**config.mk**
```make
export PLATFORM = sky130hd
export DESIGN_NAME = multicycle_control
export DESIGN_NICKNAME = d
export VERILOG_FILES = /design/src/rtl/multicycle_control.sv
export SDC_FILE = /design/constraint.sdc
export NUM_CORES = 1
export LEC_CHECK = 0
export ABC_AREA = 1
export ABC_CLOCK_PERIOD_IN_PS = 1900
export CORE_ASPECT_RATIO = 0.7
export CORE_MARGIN = 4
export CORE_UTILIZATION = 44
export CTS_CLUSTER_SIZE = 28
export DETAILED_ROUTE_END_ITERATION = 10
export PLACE_DENSITY_LB_ADDON = 0.12
export SYNTH_ARGS = -nofsm -noshare
export SYNTH_HDL_FRONTEND = slang
export SYNTH_SLANG_ARGS = --single-unit
```
**constraint.sdc**
```tcl
create_clock -name clk -period 1.9 [get_ports clk]
set_clock_uncertainty 0.05 [all_clocks]
set_input_delay 0.285 -clock clk [delete_from_list [all_inputs] [get_ports clk]]
set_output_delay 0.285 -clock clk [all_outputs]
set_load 0.05 [all_outputs]
```
**src/rtl/multicycle_control.sv**
```systemverilog
// -----------------------------------------------------------------------------
// multicycle_control
//   Main control FSM for the multi-cycle RV32I core. Each instruction is walked
//   through FETCH / DECODE / EXEC / MEM / WB. Memory accesses wait on a
//   mem_ready handshake. Multiply/divide instructions can optionally stall in
//   MULWAIT for a fixed number of cycles. Illegal opcodes park the FSM in TRAP
//   until reset.
//
// Ports
//   clk, reset          clock, synchronous active-high reset
//   opcode, funct7_0    instruction[6:0] and instruction[25] from the IR
//   mem_ready           memory completes the current access this cycle
//   pc_write, ir_write  PC / IR write enables
//   i_or_d              memory address select (0 = PC, 1 = ALU result)
//   jump                00 none, 01 JAL, 11 JALR
//   branch              conditional PC write (ANDed with ALU zero downstream)
//   mem_read, mem_write memory request strobes
//   mem_to_reg          writeback select (0 = ALU, 1 = memory)
//   alu_op, alu_src     ALU operation class and B-operand select
//   reg_write           register file write enable
//   instr_retired       one-cycle pulse when an instruction completes
//   illegal             sticky illegal-opcode flag
//   state               current FSM state, for debug
// -----------------------------------------------------------------------------
module multicycle_control #(
    parameter bit SUPPORT_MULDIV = 1'b1,
    parameter int MUL_LATENCY    = 4,
    parameter int CNT_W          = 3
) (
    input  logic       clk,
    input  logic       reset,
    input  logic [6:0] opcode,
    input  logic       funct7_0,
    input  logic       mem_ready,
    output logic       pc_write,
    output logic       ir_write,
    output logic       i_or_d,
    output logic [1:0] jump,
    output logic       branch,
    output logic       mem_read,
    output logic       mem_write,
    output logic       mem_to_reg,
    output logic [1:0] alu_op,
    output logic       alu_src,
    output logic       reg_write,
    output logic       instr_retired,
    output logic       illegal,
    output logic [2:0] state
);

    typedef enum logic [2:0] {
        S_FETCH   = 3'd0,
        S_DECODE  = 3'd1,
        S_EXEC    = 3'd2,
        S_MEM     = 3'd3,
        S_WB      = 3'd4,
        S_MULWAIT = 3'd5,
        S_TRAP    = 3'd6
    } state_t;

    typedef enum logic [2:0] {
        OP_R, OP_I, OP_LOAD, OP_STORE, OP_BRANCH, OP_JAL, OP_JALR
    } op_t;

    localparam logic [6:0] OPC_R      = 7'b0110011;
    localparam logic [6:0] OPC_I      = 7'b0010011;
    localparam logic [6:0] OPC_LOAD   = 7'b0000011;
    localparam logic [6:0] OPC_STORE  = 7'b0100011;
    localparam logic [6:0] OPC_BRANCH = 7'b1100011;
    localparam logic [6:0] OPC_JALR   = 7'b1100111;
    localparam logic [6:0] OPC_JAL    = 7'b1101111;

    // Counter preload: MULWAIT counts down to zero inclusive, so loading
    // MUL_LATENCY-1 gives exactly MUL_LATENCY cycles in that state.
    localparam logic [CNT_W-1:0] CNT_LOAD = CNT_W'(MUL_LATENCY - 1);

    state_t           state_q;
    op_t              op_q;
    logic [CNT_W-1:0] cnt_q;
    logic             illegal_q;

    op_t  dec_op;
    logic dec_legal;

    // Opcode classification, used only in DECODE.
    always_comb begin
        // NOTE: every always_comb output gets a default first so no path
        // leaves it unassigned, which would infer a latch.
        dec_op    = OP_R;
        dec_legal = 1'b1;
        case (opcode)
            OPC_R:      dec_op = OP_R;
            OPC_I:      dec_op = OP_I;
            OPC_LOAD:   dec_op = OP_LOAD;
            OPC_STORE:  dec_op = OP_STORE;
            OPC_BRANCH: dec_op = OP_BRANCH;
            OPC_JALR:   dec_op = OP_JALR;
            OPC_JAL:    dec_op = OP_JAL;
            default:    dec_legal = 1'b0;
        endcase
    end

    // State register and sequencing.
    always_ff @(posedge clk) begin
        // NOTE: sequential state uses non-blocking assignments so every
        // register samples the pre-edge values, independent of statement order.
        if (reset) begin
            state_q   <= S_FETCH;
            op_q      <= OP_R;
            cnt_q     <= '0;
            illegal_q <= 1'b0;
        end else begin
            case (state_q)
                S_FETCH: if (mem_ready) state_q <= S_DECODE;
                S_DECODE: begin
                    op_q <= dec_op;
                    if (dec_legal) begin
                        state_q <= S_EXEC;
                    end else begin
                        state_q   <= S_TRAP;
                        illegal_q <= 1'b1;
                    end
                end
                S_EXEC: begin
                    case (op_q)
                        OP_R: begin
                            if (SUPPORT_MULDIV && funct7_0) begin
                                cnt_q   <= CNT_LOAD;
                                state_q <= S_MULWAIT;
                            end else begin
                                state_q <= S_WB;
                            end
                        end
                        OP_LOAD, OP_STORE: state_q <= S_MEM;
                        OP_BRANCH:         state_q <= S_FETCH;
                        default:           state_q <= S_WB;
                    endcase
                end
                S_MEM: begin
                    if (mem_ready) state_q <= (op_q == OP_LOAD) ? S_WB : S_FETCH;
                end
                S_MULWAIT: begin
                    if (cnt_q != '0) cnt_q   <= cnt_q - 1'b1;
                    else             state_q <= S_WB;
                end
                S_WB:    state_q <= S_FETCH;
                S_TRAP:  state_q <= S_TRAP;
                default: state_q <= S_FETCH;
            endcase
        end
    end

    // Control outputs decoded from the current state and latched class.
    // Reset forces everything low in the same cycle so a half-finished
    // access is dropped immediately.
    always_comb begin
        pc_write      = 1'b0;
        ir_write      = 1'b0;
        i_or_d        = 1'b0;
        jump          = 2'b00;
        branch        = 1'b0;
        mem_read      = 1'b0;
        mem_write     = 1'b0;
        mem_to_reg    = 1'b0;
        alu_op        = 2'b00;
        alu_src       = 1'b0;
        reg_write     = 1'b0;
        instr_retired = 1'b0;
        illegal       = 1'b0;
        if (!reset) begin
            case (state_q)
                S_FETCH: begin
                    mem_read = 1'b1;
                    ir_write = mem_ready;
                    pc_write = mem_ready;
                end
                S_EXEC: begin
                    case (op_q)
                        OP_R:     alu_op = 2'b10;
                        OP_I:     begin alu_op = 2'b11; alu_src = 1'b1; end
                        OP_LOAD,
                        OP_STORE: alu_src = 1'b1;
                        OP_BRANCH: begin
                            alu_op        = 2'b01;
                            branch        = 1'b1;
                            instr_retired = 1'b1;
                        end
                        OP_JALR:  alu_src = 1'b1;
                        default:  alu_src = 1'b0;
                    endcase
                end
                S_MEM: begin
                    i_or_d        = 1'b1;
                    mem_read      = (op_q == OP_LOAD);
                    mem_write     = (op_q == OP_STORE);
                    instr_retired = (op_q == OP_STORE) && mem_ready;
                end
                S_WB: begin
                    reg_write     = 1'b1;
                    instr_retired = 1'b1;
                    mem_to_reg    = (op_q == OP_LOAD);
                    if (op_q == OP_JAL) begin
                        jump     = 2'b01;
                        pc_write = 1'b1;
                    end else if (op_q == OP_JALR) begin
                        jump     = 2'b11;
                        pc_write = 1'b1;
                    end
                end
                S_TRAP:  illegal = illegal_q;
                default: ;
            endcase
        end
    end

    assign state = reset ? 3'd0 : state_q;

endmodule

```
; ---- Word level (Yosys, flattened, before mapping)
; Index checks and enable logic that the tools add are counted.
[totals]
ff_bits = 10
latch_bits = 0
mem_bits_rw = 0
mem_bits_ro = 0
inputBits = 11
output_inout_bits = 18
elab_cells = 90
memories = 0
[classes]
add_sub_neg = 1
n_mul = 0
div_mod_pow = 0
order_cmp = 0
eq_ne = 25
shift = 0
muxes = 48
n_bitwise = 1
reduce_logical = 11
[op_table]
columns = cell, count
row1 = 3-bit one-hot mux with 6 select lines, 2
row2 = 3-bit two-way mux, 9
row3 = 1-bit two-way mux, 25
row4 = 7-bit equality test (second input constant), 3
row5 = 3-bit equality test (second input constant), 6
row6 = 7-bit by 6-bit equality test with 1-bit output (second input constant), 2
row7 = 3-bit by 2-bit equality test with 1-bit output (second input constant), 4
row8 = 2-bit two-way mux, 6
row9 = 2-bit inequality test (second input constant), 5
row10 = 3-bit one-hot mux with 3 select lines, 1
row11 = 7-bit by 2-bit equality test with 1-bit output (second input constant), 1
row12 = 7-bit by 5-bit equality test with 1-bit output (second input constant), 1
row13 = 7-bit OR reduction, 1
row14 = 3-bit by 1-bit equality test with 1-bit output (second input constant), 2
row15 = 3-bit zero test, 2
row16 = 2-bit one-hot mux with 3 select lines, 1
row17 = 3-bit one-hot mux with 2 select lines, 1
row18 = 1-bit one-hot mux with 2 select lines, 2
row19 = 4-bit AND reduction, 1
row20 = 4-bit OR reduction, 1
row21 = 1-bit one-hot mux with 3 select lines, 1
row22 = 3-bit AND reduction, 1
row23 = 3-bit nonzero test, 1
row24 = 3-bit by 1-bit subtractor with 3-bit output (second input constant), 1
row25 = 6 further kinds, 6

; ---- Depth between registers and ports, before layout
[depth]
word_depth = 5
mapped_depth = 9
ltp_nobuf = 9

; ---- Worst setup path before layout
; OpenSTA, ideal clock, no wires.
[synth_timing]
path_type = reg-to-output
from = register state_q[2]
to = output port jump[1]
arrival_ns = 2.333
t_required_ns = 1.565
path_slack_ns = -0.768
stages_incl_launch_ff = 5
n_path_buf = 0
cell_sequence = dfxtp_1 -> inv_2 -> nor2_2 -> nand2_1 -> nor3_1
[synth_via]
elab_chain_cells = 3
[synth_lines]
columns = element, line
row1 = "start, declared", 77  ; state_t state_q;
row2 = "start signal, assigned", 140  ; if (mem_ready) state_q <= (op_q == OP_LOAD) ? S_WB : S_FETCH;
row3 = 3-bit equality test, 171  ; case (state_q)
row4 = 2-bit two-way mux, 171
row5 = 2-bit two-way mux, 170  ; if (!reset) begin
row6 = "end, declared", 38  ; output logic [1:0] jump,
; No other way between the ends.

; ---- Final worst setup path
[layout_timing]
from = register op_q[1]
to = output port jump[0]
[layout_via]
elab_chain_cells = 5
elab_cells_between_ends = 6
classes_between = eq/ne: 2 / mux: 4
[layout_lines]
columns = element, line
row1 = "start, declared", 78  ; op_t op_q;
row2 = "start signal, assigned", 116  ; op_q <= dec_op;
row3 = 3-bit equality test, 205  ; end else if (op_q == OP_JALR) begin
row4 = 2-bit two-way mux, 205
row5 = 2-bit two-way mux (*), 202  ; if (op_q == OP_JAL) begin
row6 = 2-bit two-way mux (*), 171
row7 = 2-bit two-way mux (*), 170
; Mark *: on every way between the ends. The rest lies on a longest branch, timed or not.

==> impl_metrics.tcl <==
set metrics [dict create \
    maxSlewHeadroom 0.768 \
    p_int_uw 837 \
    final_cell_area_um2 1520 \
    routed_via_density 5.67 \
    synth_top_area_share 0.238 \
    synth_area_leader_cell "dfxtp_1" \
    setup-violations-final 1 \
    cts_sinks 10 \
    htreeDepth 1 \
    layout-drive-gt1-share 0.343 \
    fmax_mhz 521 \
    grt_pass1_vias 1044 \
    grt_first_pass_wirelength_um 4440 \
    placed_area_um2 1420 \
    worst_pin_slew_ns 0.345 \
    cts.clk_slew.worst_paths_ns 0.06 \
    hold_viol 0 \
    die_h_um 44.6 \
    placed_cells 196 \
    drt_wl_total_um 3060 \
    die_x_um 60.3 \
    timing.final.ws_setup_ns -0.0201 \
    insertion_delay_ns 0.28 \
    portBuffers 28 \
    start_kind "register" \
    syn_inst 142 \
    num_rows 12 \
    dr.pass1.iters 5 \
    synth_area_leaders "dfxtp_1, nand3_1, inv_1, nand2_1, nor2_1" \
    syn2layout_area_growth_pct 80.4 \
    maxCapViolCount 0 \
    comb_power_share 0.645 \
    hpwl_um 2100 \
    drt_iter0_markers 72 \
    yosys_register_bits 10 \
    power_mw 1.70 \
    synth.distinct_cells 28 \
    crit_type "reg -> out" \
    pre_cts_ws_ns 0.0246 \
    syn_area_per_cell_um2 5.92 \
    synth_area_um2 841 \
    routedWlPerCell_um 15.2 \
    final_cell_count_no_fill 202 \
    cts_root_buf "clkbuf_4" \
    cts_hold_buf 0 \
    status "finished, violations left" \
    hp-class "reg -> reg" \
    gr-usage-all-layers 0.220 \
    switching_share 0.508 \
    post-route-period-util 1.01 \
    antenna_found_initial 0 \
    fin_nets 195 \
    drtAntennaViolNets 0 \
    grt_max_degree 10 \
    cts_tree "built" \
    grt-ovfl-total 0 \
    arrival_ns 1.59 \
    ios 29 \
    core_area_um2 1700 \
    cts_buffer_depth 2 \
    place_congestion 0.893 \
    seq_power_share 0.237 \
    start_util 0.496 \
    p_clk_frac 0.118 \
    violations "setup timing" \
    cts-buffers-inserted 3 \
    drc_errors 0 \
    fin_util 0.894 \
    cp.required_ns 1.56 \
    num_antenna_cells 0 \
    leakage_nw 0.731 \
    die_area_um2 2690 \
    slew_violations 0 \
    synth_warnings 0 \
    power_density_nw_per_um2 1120 \
    switching_power_uw 863 \
    period_minus_slack_ns 1.92 \
    path_max_fanout 6 \
    num_vias 1146 \
    synth_fp_nets 155 \
    irDropWorstVdd_mv 0.946 \
    hold_ws_ns 0.441 \
    seq_area_frac_synth 0.238 \
    tns_ns -0.0201 \
    critPathCaptureType "primary output" \
]
[cell usage after synthesis]
library cell and instances:
a21oi_1 4, a21oi_2 1, a31oi_1 1, buf_1 1
buf_2 2, clkinv_1 1, dfxtp_1 10, ha_1 2
inv_1 26, inv_2 2, nand2_1 26, nand2_2 2
nand3_1 22, nand3_4 1, nand4_2 1, nor2_1 18
nor2_2 2, nor2_4 1, nor3_1 7, nor3_2 1
nor4_1 1, o211a_1 1, o211ai_1 1, o21a_1 1
o21ai_0 4, o21ai_1 1, o21ai_2 1, or2_1 1
[what timing repair did]
action / CTS / global route
gates resized for setup: 9 / 9
pin swaps: 1 / 3
cloned: 0 / 0
buffers inserted: 1 / 1
setup endpoints to repair: 9 / 8
[routing by layer]
layer  track usage  share of wire  vias up
li1              -              -      535
met1         0.239           0.38      498
met2         0.405           0.47       95
met3        0.0758           0.11       18
met4        0.0575          0.037        0
met5             0              0        -
[placed cells by master (no fill, tap or decap), types with 4 or more instances in the layout]
cell type | Yosys | routed
nand2_2 | 2 | 4
nor3_1 | 7 | 4
nor2_1 | 18 | 16
nand2_1 | 26 | 22
dfxtp_1 | 10 | 5
nand3_1 | 22 | 22
buf_4 | 0 | 10
clkdlybuf4s50_1 | 0 | 10
buf_12 | 0 | 18
inv_1 | 26 | 25
[power groups by stage]
stage | logic, mW | clock network, mW | registers, mW
final | 1.10 | 0.200 | 0.403
after global routing | 1.16 | 0.215 | 0.409
after CTS | 1.02 | 0.201 | 0.381
after detailed placement | 0.993 | 0 | 0.370
after global placement | 0.961 | 0 | 0.368
after floorplan | 0.614 | 0 | 0.349
[registers in the layout, summed over array words and instances (netlist names)]
register	count
state_q	3
op_q	3
illegal_q	1
cnt_q	3
[worst paths after layout]
check / depth (start not counted) / start / slack, ns / endpoint
max: 5 / op_q[1] / -0.02 / jump[0]
min: 1 / illegal_q / 0.44 / illegal_q
max reg2reg: 7 / cnt_q[0] / 0.34 / cnt_q[2]
min reg2reg: 1 / illegal_q / 0.44 / illegal_q
[area by class of cell]
class	count	area, µm²
flip-flops and latches	10	211
repair buffers	38	536
fillers	70	180
well taps	21	26.3
clock buffers	4	36.3
multi-input cells	100	596
inverters	29	111
[cells by family after synthesis]
| logic type | count (synthesis) | synth area share |
|---|---|---|
| DFF | 10 | 0.238 |
| AOI/OAI and AO/OA | 15 | 0.112 |
| adders and majority gates | 2 | 0.0298 |
| buffers and inverters | 32 | 0.146 |
| and+or+nand+nor | 83 | 0.475 |
[worst max-delay path, cell delays in order (launching register included)]
cell and delay (ns):
dfxtp_2 0.40, nand2_1 0.14, o21ai_1 0.23, nand3_1 0.15, nor2_1 0.22, buf_12 0.17
Power figures use the tool's default switching activity.
